`config.mk`:
```
export PLATFORM = sky130hd
export DESIGN_NAME = riscv_dram_ctrl
export DESIGN_NICKNAME = d
export VERILOG_FILES = /design/src/rtl/riscv_dram_ctrl.sv
export SDC_FILE = /design/constraint.sdc
export NUM_CORES = 1
export LEC_CHECK = 0
export CORE_AREA = 2 2 216 218
export CTS_CLUSTER_DIAMETER = 40
export DETAILED_ROUTE_END_ITERATION = 12
export DIE_AREA = 0 0 218 220
export GPL_TIMING_DRIVEN = 1
export HOLD_SLACK_MARGIN = 0.12
export PLACE_DENSITY_LB_ADDON = 0.1
export SYNTH_ARGS = -nofsm -noshare
export SYNTH_HDL_FRONTEND = slang
export SYNTH_SLANG_ARGS = --single-unit
```
`constraint.sdc`:
```
create_clock -name clk -period 5.3 [get_ports clk]
set_input_delay 1.06 -clock clk [delete_from_list [all_inputs] [get_ports clk]]
set_output_delay 1.06 -clock clk [all_outputs]
set_load 0.005 [all_outputs]
```
`src/rtl/riscv_dram_ctrl.sv`:
```
// DRAM transaction sequencer for data-cache writeback/fill requests.
// Optional RISCV_DRAM_CTRL_STATS_EN adds fill/writeback counters.
module riscv_dram_ctrl #(
  parameter int DATA_WIDTH  = 128,
  parameter int S_ADDR      = 10,
  parameter int WAIT_CYCLES = 0
) (
  input  logic                  clk,
  input  logic                  rst_n,
  input  logic                  req_valid,
  input  logic                  req_wb,
  input  logic                  req_fill,
  input  logic [S_ADDR-1:0]     wb_addr,
  input  logic [S_ADDR-1:0]     fill_addr,
  input  logic [DATA_WIDTH-1:0] wb_data,
  output logic                  ready,
  output logic                  done,
  output logic [DATA_WIDTH-1:0] fill_data,
  output logic                  mem_wren,
  output logic                  mem_rden,
  output logic [S_ADDR-1:0]     mem_addr,
  output logic [DATA_WIDTH-1:0] mem_wdata,
  input  logic [DATA_WIDTH-1:0] mem_rdata
`ifdef RISCV_DRAM_CTRL_STATS_EN
  ,
  output logic [15:0]           fill_cnt,
  output logic [15:0]           wb_cnt
`endif
);

  typedef enum logic [2:0] {
    S_IDLE, S_WB, S_RD, S_CAP, S_DONE
  } state_t;

  localparam logic [3:0] WLAST = 4'(WAIT_CYCLES);

  state_t state, state_n;
  logic [3:0] wcnt, wcnt_n;
  logic [S_ADDR-1:0] addr_n, lat_faddr;
  logic [DATA_WIDTH-1:0] wdata_n;
  logic lat_fill, accept, phase_end;

  assign accept    = (state == S_IDLE) && req_valid;
  assign phase_end = (wcnt == WLAST);

  always_comb begin
    state_n = state;
    wcnt_n  = wcnt;
    addr_n  = mem_addr;
    wdata_n = mem_wdata;
    unique case (state)
      S_IDLE: begin
        if (req_valid) begin
          wcnt_n = '0;
          if (req_wb) begin
            state_n = S_WB;
            addr_n  = wb_addr;
            wdata_n = wb_data;
          end else if (req_fill) begin
            state_n = S_RD;
            addr_n  = fill_addr;
          end else begin
            state_n = S_DONE;
          end
        end
      end
      S_WB: begin
        if (phase_end) begin
          wcnt_n = '0;
          if (lat_fill) begin
            state_n = S_RD;
            addr_n  = lat_faddr;
          end else begin
            state_n = S_DONE;
          end
        end else begin
          wcnt_n = wcnt + 4'd1;
        end
      end
      S_RD: begin
        if (phase_end) begin
          wcnt_n  = '0;
          state_n = S_CAP;
        end else begin
          wcnt_n = wcnt + 4'd1;
        end
      end
      S_CAP:   state_n = S_DONE;
      S_DONE:  state_n = S_IDLE;
      default: state_n = S_IDLE;
    endcase
  end

  // Outputs are flopped from next-state so they stay glitch-free.
  always_ff @(posedge clk or negedge rst_n) begin
    if (!rst_n) begin
      state     <= S_IDLE;
      wcnt      <= '0;
      ready     <= 1'b1;
      done      <= 1'b0;
      mem_wren  <= 1'b0;
      mem_rden  <= 1'b0;
      mem_addr  <= '0;
      mem_wdata <= '0;
      fill_data <= '0;
      lat_fill  <= 1'b0;
      lat_faddr <= '0;
    end else begin
      state     <= state_n;
      wcnt      <= wcnt_n;
      ready     <= (state_n == S_IDLE);
      done      <= (state_n == S_DONE);
      mem_wren  <= (state_n == S_WB);
      mem_rden  <= (state_n == S_RD);
      mem_addr  <= addr_n;
      mem_wdata <= wdata_n;
      if (accept) begin
        lat_fill  <= req_fill;
        lat_faddr <= fill_addr;
      end
      if (state == S_CAP)
        fill_data <= mem_rdata;
    end
  end

`ifdef RISCV_DRAM_CTRL_STATS_EN
  logic lat_wb, inc_fill, inc_wb;

  // IDLE->DONE is the empty request, so it never counts.
  assign inc_fill = (state == S_CAP);
  assign inc_wb   = lat_wb && (state_n == S_DONE) &&
                    (state == S_CAP || state == S_WB);

  always_ff @(posedge clk or negedge rst_n) begin
    if (!rst_n) begin
      lat_wb   <= 1'b0;
      fill_cnt <= '0;
      wb_cnt   <= '0;
    end else begin
      if (accept)
        lat_wb <= req_wb;
      if (inc_fill && fill_cnt != 16'hFFFF)
        fill_cnt <= fill_cnt + 16'd1;
      if (inc_wb && wb_cnt != 16'hFFFF)
        wb_cnt <= wb_cnt + 16'd1;
    end
  end
`endif

endmodule

```
==> results.py <==
metrics = {
    "power_and_ir_drop": {
        "p_clk_share_pct": 32.6,
        "p_per_area_nw_per_um2": 627,
        "p_comb_share_pct": 35.4,
        "p_seq_share_pct": 32.0,
        "switchingPower_uw": 3220,
        "p_leak_uw": 0.00805,
        "internal_power_uw": 8940,
        "swShare_pct": 26.5,
        "vdd_drop_max_mv": 0.278,
    },
    "layout": {
        "nets": 1542,
        "layout.cells.non_filler": 1916,
        "syn2layout_area_growth_pct": 75.4,
        "insertedDiodeCount": 0,
        "final_util_pct": 42.3,
        "layout_common_cells": "549 x clkdlybuf4s50_1, 287 x dfrtp_1, 178 x mux2_2",
        "drive_gt1_share_pct": 23.1,
        "layout_commonest_cell": "clkdlybuf4s50_1",
    },
    "timing": {
        "setup_viol": 0,
        "hold_viol_final": 0,
        "post-route-period-util_pct": 57.3,
        "fin_crit_ps": 3040,
        "rsz0062_at_grt": "false",
        "fmax_ghz": 0.329,
        "fin_ws_ps": 2260,
        "tightest_slew_ps": 889,
        "skew_ps": 14.2,
        "setup_tns_ps": 0,
        "finalMaxSlewViolations": 0,
        "holdWs_ps": 476,
        "relSlewSlack_pct": 40.5,
    },
    "drt": {
        "drc": 0,
        "vias_per_cell": 4.09,
        "wl_mm": 36.7,
        "drtPass1Iterations": 4,
        "route.antenna.remaining_nets": 0,
        "wire_per_inst_um": 19.2,
        "routed-via-count": 7838,
        "drtIter0Drc": 262,
    },
    "placement": {
        "gp_congestion": 0.765,
        "hpwl_mm": 26.9,
        "place_ws_ps": 1640,
        "place_inst": 1804,
        "portBuffers": 550,
    },
    "floorplanning": {
        "fp.coreArea_um2": 45900,
        "num_rows": 79,
        "start_util_pct": 24.1,
        "fp.dieH_um": 220,
        "die_area_um2": 48000,
        "io_pins": 551,
        "die_x_um": 218,
    },
    "setup_path": {
        "crit_required_ps": 5760,
        "cp_slowest_cell": "clkdlybuf4s50_1",
        "path_cells": "clkdlybuf4s50_1 -> nand2_8 -> buf_4 -> mux2_1",
        "cp_max_fo": 66,
        "crit_buf_inv": 2,
        "crit_family": "buffers and inverters",
        "arrival_ps": 3500,
        "end_kind": "register",
        "start_kind": "input pin",
        "worst-setup-path-type": "in -> reg",
        "critPathMaxStageDelay_ps": 1050,
    },
    "synth": {
        "synth_area_um2": 11100,
        "yosysUniqueCellTypes": 34,
        "async_flop_share_pct": 100,
        "synth-seq-cells": 288,
        "synth-edff-count": 0,
        "synth_nets": 956,
        "ys_seq_area_share_pct": 65.2,
        "ys.flop_type": "dfrtp_1",
        "yosys_warnings": 0,
        "syn_inst": 673,
        "syn_avg_cell_area_um2": 16.4,
    },
    "job": {
        "max_cap_violations": 0,
    },
    "global_routing": {
        "grt_pass1_wl_mm": 53.0,
        "grt_pass1_vias": 8107,
        "gr-total-overflow": 0,
        "grt.total_usage_pct": 14.9,
        "antenna_found_initial": 2,
        "grt_max_degree": 113,
    },
    "cts": {
        "cts_max_level": 2,
        "post_cts_resized": 0,
        "path_clk_slew_ps": 50,
        "clockBufferDepth": 3,
        "cts_hold_buf": 0,
        "post-cts-setup-buffers": 0,
        "cts_tree": "yes",
        "clk_latency_ps": 590,
        "clockRootBuffer": "clkbuf_16",
        "cts_sinks": 288,
        "cts_buffers": 60,
    },
    "worst_hold_path": {
        "hp-class": "in -> async",
    },
    "outcome": {
        "status": "complete, no violations",
    },
}
==> per-stage QoR <==
step | instance area [µm²] | power, µW
6_report | 19400 | 12200
5_1_grt | 19400 | 12900
4_1_cts | 19400 | 12400
3_5_place_dp | 17200 | 8340
3_3_place_gp | 17200 | 8290
2_1_floorplan | 11100 | 5380
==> cell usage after synthesis (all sizes together) (2+ instances only) <==
cell type  number  area share, %
a21oi           2          0.091
and3            2           0.11
buf            30            1.9
clkbuf          5           0.17
dfrtp         287             65
ha              2           0.23
inv             2          0.068
mux2          277             28
mux2i          12            1.1
nand2          17           0.60
nand2b          3           0.17
nor2            2          0.068
nor2b           2           0.11
nor3b           3           0.20
o211ai          2           0.14
o21ai          12           0.58
==> final timing paths <==
kind / end / slack [ps] / cells after the start / startpoint
worst max register to register: mem_wdata[33] / 3040 / 4 / state[1]
worst min-delay path: fill_data[54] / 480 / 1 / rst_n
max in group asynchronous: fill_data[121] / 3710 / 2 / rst_n
min in group clk: mem_wdata[83] / 480 / 1 / mem_wdata[83]
worst max-delay path: mem_wdata[33] / 2260 / 4 / req_wb
worst min register to register: mem_wdata[83] / 480 / 1 / mem_wdata[83]
==> state kept, by name, summed over array words and instances (netlist names) <==
name / count
fill_data: 128
mem_wdata: 128
lat_faddr: 10
mem_addr: 10
wcnt: 4
state: 3
done: 1
lat_fill: 1
mem_rden: 1
mem_wren: 1
ready: 1
==> layout make-up <==
type	instances	area, µm²
Fill cell	4328	26500
Sequential cell	288	7210
Timing Repair Buffer	559	5620
Multi-Input combinational cell	348	3620
Clock buffer	79	1730
Tap cell	607	759
Clock inverter	33	435
Inverter	2	7.51
==> routing by layer <==
layer | track usage [%] | up-vias | wire length [µm] | part of all wire (%)
met3 | 5.55 | 75 | 3300 | 9.0
met2 | 25.2 | 308 | 18600 | 51
met1 | 16.9 | 3863 | 13800 | 38
met5 | 0 | - | 31 | 0.084
li1 | - | 3588 | - | -
met4 | 5.99 | 4 | 985 | 2.7
==> kinds of logic after synthesis <==
family / Yosys count / share of synthesized area [%]
fa+ha+maj: 2 / 0.226
mux: 289 / 29.3
flops: 288 / 65.2
buf+inv: 37 / 2.17
compound gates: 21 / 1.18
simple gates: 36 / 1.89
==> power groups by stage <==
stage                     combinational [µW]  sequential [µW]  clock [µW]
after floorplan                         1430             3960           0
after global placement                  4390             3900           0
after detailed placement                4410             3930           0
after CTS                               4430             3910        4080
after global routing                    4640             4040        4190
final                                   4300             3900        3960
No activity file was read; power rests on OpenSTA's default activity.
